--- src/rtl/ae_bank_writer.sv ---
// rtl/ae_bank_writer.sv - ping-pong bank writer for acoustic-emission event samples
// Streams one event into two alternating banks and hands each filled or closed bank to the readout.
module ae_bank_writer #(
  parameter int DATA_W    = 16,
  parameter int DEPTH     = 200,
  parameter int ADDR_W    = 8,
  parameter int MAX_BANKS = 255
) (
  input  logic              clk,
  input  logic              reset,
  input  logic              trigger,
  input  logic              data_valid,
  input  logic [DATA_W-1:0] data_in,
  input  logic              readout_busy,
  output logic              we,
  output logic [ADDR_W:0]   addr_out,
  output logic [DATA_W-1:0] data_out,
  output logic              bank,
  output logic              bank0_full,
  output logic              bank1_full,
  output logic              memorization_completed,
  output logic [ADDR_W-1:0] idx_final,
  output logic [7:0]        dropped_events
);

  typedef enum logic [1:0] {IDLE, WRITE, CLOSE, DONE} state_t;

  localparam logic [ADDR_W-1:0] IDX_LAST   = ADDR_W'(DEPTH - 1);
  localparam logic [7:0]        BANK_LIMIT = 8'(MAX_BANKS);

  state_t            state;
  state_t            state_nxt;
  logic [ADDR_W-1:0] idx;
  logic [7:0]        bank_cnt;
  logic              trigger_d;
  logic              last_idx;
  logic              start_event;
  logic              dropped_edge;

  assign last_idx     = (idx == IDX_LAST);
  assign start_event  = trigger && !readout_busy;
  assign dropped_edge = trigger && !trigger_d && readout_busy;

  always_ff @(posedge clk or negedge reset) begin
    if (!reset) state <= IDLE;
    else        state <= state_nxt;
  end

  always_comb begin
    state_nxt = state;
    case (state)
      IDLE:    if (start_event) state_nxt = WRITE;
      WRITE:   if (!trigger || bank_cnt == BANK_LIMIT) state_nxt = CLOSE;
      CLOSE:   state_nxt = DONE;
      DONE:    state_nxt = IDLE;
      default: state_nxt = IDLE;
    endcase
  end

  always_ff @(posedge clk or negedge reset) begin
    if (!reset) begin
      we                     <= 1'b0;
      addr_out               <= '0;
      data_out               <= '0;
      bank                   <= 1'b0;
      bank0_full             <= 1'b0;
      bank1_full             <= 1'b0;
      memorization_completed <= 1'b0;
      idx_final              <= '0;
      dropped_events         <= '0;
      idx                    <= '0;
      bank_cnt               <= '0;
      trigger_d              <= 1'b0;
    end else begin
      trigger_d              <= trigger;
      we                     <= 1'b0;
      bank0_full             <= 1'b0;
      bank1_full             <= 1'b0;
      memorization_completed <= 1'b0;
      case (state)
        IDLE: begin
          if (start_event) begin
            idx      <= '0;
            bank_cnt <= '0;
          end else if (dropped_edge && dropped_events != 8'hFF) begin
            dropped_events <= dropped_events + 8'd1;
          end
        end
        WRITE: begin
          // The sample of the closing cycle is still written, bank-full handling included.
          if (data_valid) begin
            we       <= 1'b1;
            addr_out <= {bank, idx};
            data_out <= data_in;
            if (last_idx) begin
              idx        <= '0;
              bank       <= ~bank;
              bank0_full <= ~bank;
              bank1_full <= bank;
              if (bank_cnt != 8'hFF) bank_cnt <= bank_cnt + 8'd1;
            end else begin
              idx <= idx + ADDR_W'(1);
            end
          end
        end
        CLOSE: begin
          // An empty final bank reports index 0; the readout then sends one stale word.
          idx_final <= (idx == '0) ? '0 : idx - ADDR_W'(1);
        end
        DONE: begin
          memorization_completed <= 1'b1;
          bank                   <= ~bank;
        end
        default: ;
      endcase
    end
  end

endmodule
--- config.mk ---
export PLATFORM = sky130hd
export DESIGN_NAME = ae_bank_writer
export DESIGN_NICKNAME = d
export VERILOG_FILES = /design/src/rtl/ae_bank_writer.sv
export SDC_FILE = /design/constraint.sdc
export NUM_CORES = 1
export LEC_CHECK = 0
export ABC_AREA = 1
export CAP_MARGIN = 40
export CELL_PAD_IN_SITES_DETAIL_PLACEMENT = 1
export CELL_PAD_IN_SITES_GLOBAL_PLACEMENT = 1
export CORE_MARGIN = 5
export CORE_UTILIZATION = 37
export CTS_CLUSTER_DIAMETER = 120
export DETAILED_ROUTE_END_ITERATION = 12
export HOLD_SLACK_MARGIN = 0.12
export MAX_ROUTING_LAYER = met4
export PLACE_DENSITY = 0.79
export SYNTH_ARGS = -nofsm -noshare
export SYNTH_HDL_FRONTEND = slang
export SYNTH_SLANG_ARGS = --single-unit
--- constraint.sdc ---
create_clock -name clk -period 1.85 [get_ports clk]
set_input_delay 0.37 -clock clk [delete_from_list [all_inputs] [get_ports clk]]
set_output_delay 0.37 -clock clk [all_outputs]
set_load 0.01 [all_outputs]
# [Yosys cells after proc, flatten, opt, wreduce, memory -nomap -nowiden]
# Cells that the tools add are included.
[word_totals] register_bits=65 elab_cells=73
[classes] n_eq_ne=12 mux=24 reduce_logical=18 add_sub_neg=4 bitwise_logic=2
[op_table] cell="2-to-1 mux 8 bit" count=7
[op_table] cell="case mux 8 bit (2 select lines)" count=2
[op_table] cell="adder 8 x 1 -> 8 bit (second input constant)" count=3
[op_table] cell="equality test 8 bit (second input constant)" count=2
[op_table] cell="!= test 8 bit (second input constant)" count=2
[op_table] cell="2-to-1 mux 1 bit" count=11
[op_table] cell="!= test 2 bit (second input constant)" count=5
[op_table] cell="AND reduction 3 bit" count=3
[op_table] cell="zero test 8 bit" count=1
[op_table] cell="case mux 2 bit (4 select lines)" count=1
[op_table] cell="subtractor 8 x 1 -> 8 bit (second input constant)" count=1
[op_table] cell="AND reduction 5 bit" count=1
[op_table] cell="equality test 2 bit (second input constant)" count=2
[op_table] cell="logical AND 1 bit" count=4
[op_table] cell="2-to-1 mux 2 bit" count=2
[op_table] cell="AND reduction 2 bit" count=2
[op_table] cell="nonzero test 2 bit" count=2
[op_table] cell="zero test 1 bit" count=3
[op_table] cell="equality test 2 x 1 -> 1 bit (second input constant)" count=1
[op_table] cell="zero test 2 bit" count=1
[op_table] cell="inverter 1 bit" count=2
[op_table] cell="case mux 1 bit (2 select lines)" count=1
[op_table] cell="logical OR 1 bit" count=1

# [Longest topological paths before layout]
# Gate-level depths: netlist (run 1).
[depth] word_depth=5 ltp_mapped=12 depth_no_buf=10

# [Worst setup path after synthesis (run 1)]
# No wires, ideal clock.
[synth_path] path_type="register to register" from="register state[1]" to="register bank_cnt[7]" arrival_ns=1.454 stages_incl_launch_ff=12 t_required_ns=1.723 setup_time_ns=0.127 synth_period_minus_slack_ns=1.581 n_path_buf=2 path_slack_ns=0.269 cell_sequence="dfrtp_1 -> inv_1 -> ha_1 -> buf_6 -> inv_2 -> nand2_1 -> nand2_1 -> nor2_4 -> nand3_4 -> buf_6 -> nand2_1 -> o21ai_0"
[synth_between] elab_chain_len=3 elab_cells_between_ends=9 classes_between="5 x eq/ne; 1 x mux; 3 x reduce/logical"
[synth_lines] item="start: declaration" line_no="31" rtl="state_t state;"
[synth_lines] item="start signal: assignment" line_no="46" rtl="else state <= state_nxt;"
[synth_lines] item="equality test 2 x 1 -> 1 bit or zero test 2 bit (tied branches)" line_no="80" rtl="case (state)"
[synth_lines] item="!= test 2 bit (no line) or nonzero test 2 bit (tied branches)"
[synth_lines] item="AND reduction 5 bit (no line)"
[synth_lines] item="end signal: assignment" line_no="100" rtl="if (bank_cnt != 8'hFF) bank_cnt <= bank_cnt + 8'd1;"
[synth_lines] item="end: declaration" line_no="34" rtl="logic [7:0] bank_cnt;"
# Several ways; a longest one is shown, not always the timed one.
# A chain may end at the register's enable or synchronous reset.

# [Worst setup path after layout (run 1)]
[layout_path] from="register state[0]" to="register bank_cnt[3]"
# Same word-level chain as after synthesis.

==> key figures, run 1 <==
Power and ir drop
  – Clock share of power: 0.210
  – P_leak: 0.002099 uW
  – PwrDens: 1374 nW/um2
  – Net Switching: 2217 uW
  – Logic pwr share: 0.436
  – Worst vdd rail ir drop: 0.0004812 V
  – Cell Int Power: 3641 uW
  – Switching Fraction: 0.3785
  – Seq pwr share: 0.354

Timing
  – Total Neg Setup Slack: 0 ns
  – Fin crit period: 1.721 ns
  – Final hold violation count: 0
  – Endpoints failing setup: 0
  – Slew Viols, Final: 0
  – Slew headroom: 0.7738
  – Worst-Margin Slew: 0.3368 ns
  – Fin crit share: 0.9301
  – Clock Skew: 0.008328 ns
  – Max frequency: 581.2 MHz
  – Setup ws final: 0.1293 ns

Clocking
  – Clk sink count: 65
  – CTS max path bufs: 2
  – H-tree Lvls: 3
  – Later-pin clock latency in the skew report: 0.34 ns
  – TritonCTS clock tree: yes
  – Clock root buffer: clkbuf_8
  – Reg clk slew, reported paths: 0.08 ns
  – Total CTS buffers: 9

Yosys
  – Mapped cell area: 3188 um2
  – Main flop type after synthesis: dfrtp_1
  – Post-synthesis instance total: 388
  – Syn. warnings: 0
  – Post-synthesis compound-gate area fraction: 0.05769
  – Most common cell in the synthesized netlist: nand2_1
  – Synth area leader: dfrtp_1
  – Largest family of logic cells by synthesized area: simple AND/OR/NAND/NOR gates
  – Simple-gate portion of the synthesized area: 0.3097
  – Yosys top cell area share: 0.5102
  – Average instance area after synthesis: 8.217 um2
  – Post-Synth Adder-Cell Area: 0.03925
  – Post-synthesis register bit count: 65
  – Synth area leaders: dfrtp_1 51%, nand2_1 20%, ha_1 3.9%
  – Post-synthesis mux area share: 0
  – Sequential-to-total area share from yosys stat: 0.5102
  – Xor/xnor share of the synthesized area: 0.02747
  – Synth Net Count: 419
  – Synth top cells by count: 166 x nand2_1, 65 x dfrtp_1, 28 x inv_1
  – Async SR Flop Fraction: 1.000
  – Post-synth cell types: 28
  – EDFF count, synth: 0

Drt
  – Vias/cell: 4.848
  – Drt total wl: 8.284 mm
  – Met3 wire len: 370 um
  – Routed wl met2: 4.094 mm
  – Initial drt markers: 119
  – First-pass DRT Iterations: 4
  – Post-DRT Antenna Nets: 0
  – Met1 WL: 3.714 mm
  – DR DRC count: 0
  – Via count: 2812
  – Max layer used: met4
  – Drt wl/cell: 14.28 um

Placement
  – RD Place Congestion: 0.8290
  – Post-DP HPWL: 6.067 mm
  – DP Cell Count: 561
  – Placement Setup Slack: -0.03119 ns
  – Port Buffer Count: 66

Run status
  – Outcome: complete, no violations

Global routing
  – First-pass GRT wire length: 14.06 mm
  – Initial antenna violation count: 0
  – Largest net degree at the start of global routing: 66
  – Global Route Usage Sum: 0.1710
  – Vias in the first global route: 3119
  – GR Overflow Total: 0

Min path
  – Worst Hold Class: reg2reg
  – Depth of the worst hold-timing path: 2
  – Hold_sp: idx_final[3]
  – WHS Endpoint: idx_final[3]

Die
  – DIE AREA: 10570 um2
  – Total core area: 8299 um2
  – IO Count: 67
  – Die height: 102.8 um
  – DIE WIDTH: 102.8 um
  – Cell Rows: 33
  – Initial core utilization: 0.3841

Critical path
  – R2r endpoint: bank_cnt[3]
  – Maximum fanout along the worst path: 16
  – Req. time, crit path: 2.08 ns
  – Critical path launch point type: flop
  – WS Path Type: reg2reg
  – Reg-to-reg slack, setup: 0.13 ns
  – Critical path capture point type: flop
  – Crit path DAT: 1.95 ns
  – R2R depth: 9
  – Reg-to-reg critical path startpoint: state[0]

Final layout
  – Final #Nets: 501
  – Final Instance Count excl. Fillers: 580
  – Layout cells sized above 1: 0.1221
  – Synthesis-to-finish area growth: 33.75%
  – ANT cells: 0

Job
  – Max Cap Viol: 0
## through the flow
stage	total power, uW	util	area (um2)	hold slack (ns)
final	5858	0.5138	4264	0.4852
after CTS	5848	0.5088	4223	0.4886
after detailed placement	4588	0.4830	4009	0.4147
after global routing	6309	0.5138	4264	0.5135
after floorplan	3481	-	3188	0.07441
after global placement	4467	0.4830	4009	0.4161
## power by group through the flow
| stage | Sequential, uW | Combinational, uW | Clock, uW |
|---|---|---|---|
| floorplan | 2210 | 1270 | 0 |
| global placement | 2080 | 2390 | 0 |
| detailed placement | 2100 | 2490 | 0 |
| CTS | 2070 | 2510 | 1270 |
| global route | 2130 | 2850 | 1330 |
| finish | 2070 | 2550 | 1230 |
## layer usage
| metal | up-vias | track usage |
|---|---|---|
| li1 | 1380 | - |
| met1 | 1360 | 0.2069 |
| met2 | 60 | 0.2900 |
| met3 | 12 | 0.02909 |
| met4 | 0 | 0.05777 |
| met5 | - | - |
## critical path, stage by stage (launching register included)
cell and delay [ns]:
dfrtp_1 0.43, inv_1 0.13, ha_1 0.20, inv_1 0.08
nand2_1 0.07, nand2_1 0.08, nor2_4 0.18, nand3_4 0.24
nand2_1 0.16, o21ai_2 0.06
## timing repair
item                                   CTS  global route
setup endpoints to repair                0            12
resized for setup                        0             7
hold buffers                             1             0
buffers inserted                         0             2
endpoints found under the hold margin   65             0
## worst max-delay path by stage
stage	from	endpoint	slack (ns)
6_report	state[0]	bank_cnt[3]	0.13
5_1_grt	state[0]	bank_cnt[0]	-0.01
4_1_cts	state[1]	bank_cnt[4]	0.02
3_5_place_dp	data_valid	bank_cnt[3]	-0.03
3_3_place_gp	data_valid	idx[5]	0.08
2_1_floorplan	state[1]	bank_cnt[7]	0.27
## layout make-up
class,instances,area [um2]
clock buffers,10,137.6
clock inverters,6,66.31
fillers,989,4035
inverters,33,123.9
multi-input cells,282,1406
flip-flops and latches,65,1627
well taps,105,131.4
repair buffers,79,772.0
## cell families after synthesis
logic type / Yosys count
xor gates and xnor gates: 10
adders and majority gates: 10
AOI/OAI and AO/OA: 29
and+or+nand+nor: 233
buffers and inverters: 41
DFF: 65
## registers in the layout (all words and copies together), names as in the netlist, 2 cells and up
register        count
addr_out            9
data_out           16
dropped_events      8
state               2
idx                 8
bank_cnt            8
idx_final           8
## cell usage in the layout, fill, tap and decap left out, types with 2 or more instances in the layout
master / n
buf_4: 10
nor2_4: 2
clkinv_2: 2
a21oi_2: 2
clkdlybuf4s50_1: 65
nand2_1: 165
nor3_1: 4
clkinv_4: 2
nor2_2: 2
o21ai_0: 14
clkbuf_8: 10
xnor2_1: 2
xor2_1: 8
nand3_1: 24
o22ai_1: 2
or2_2: 3
ha_1: 9
inv_1: 27
inv_2: 4
nor2_1: 17
clkinv_1: 2
nand4_1: 8
o21ai_2: 7
dfrtp_1: 65
a21oi_1: 2
nand2_2: 6
(Power assumes the default switching activity.)
==> inputs of run 2 (changes only) <==
SLEW_MARGIN = 20   (was unset)
==> results of run 2 <==
Final layout, timing and power as in run 1 (identical DEF).
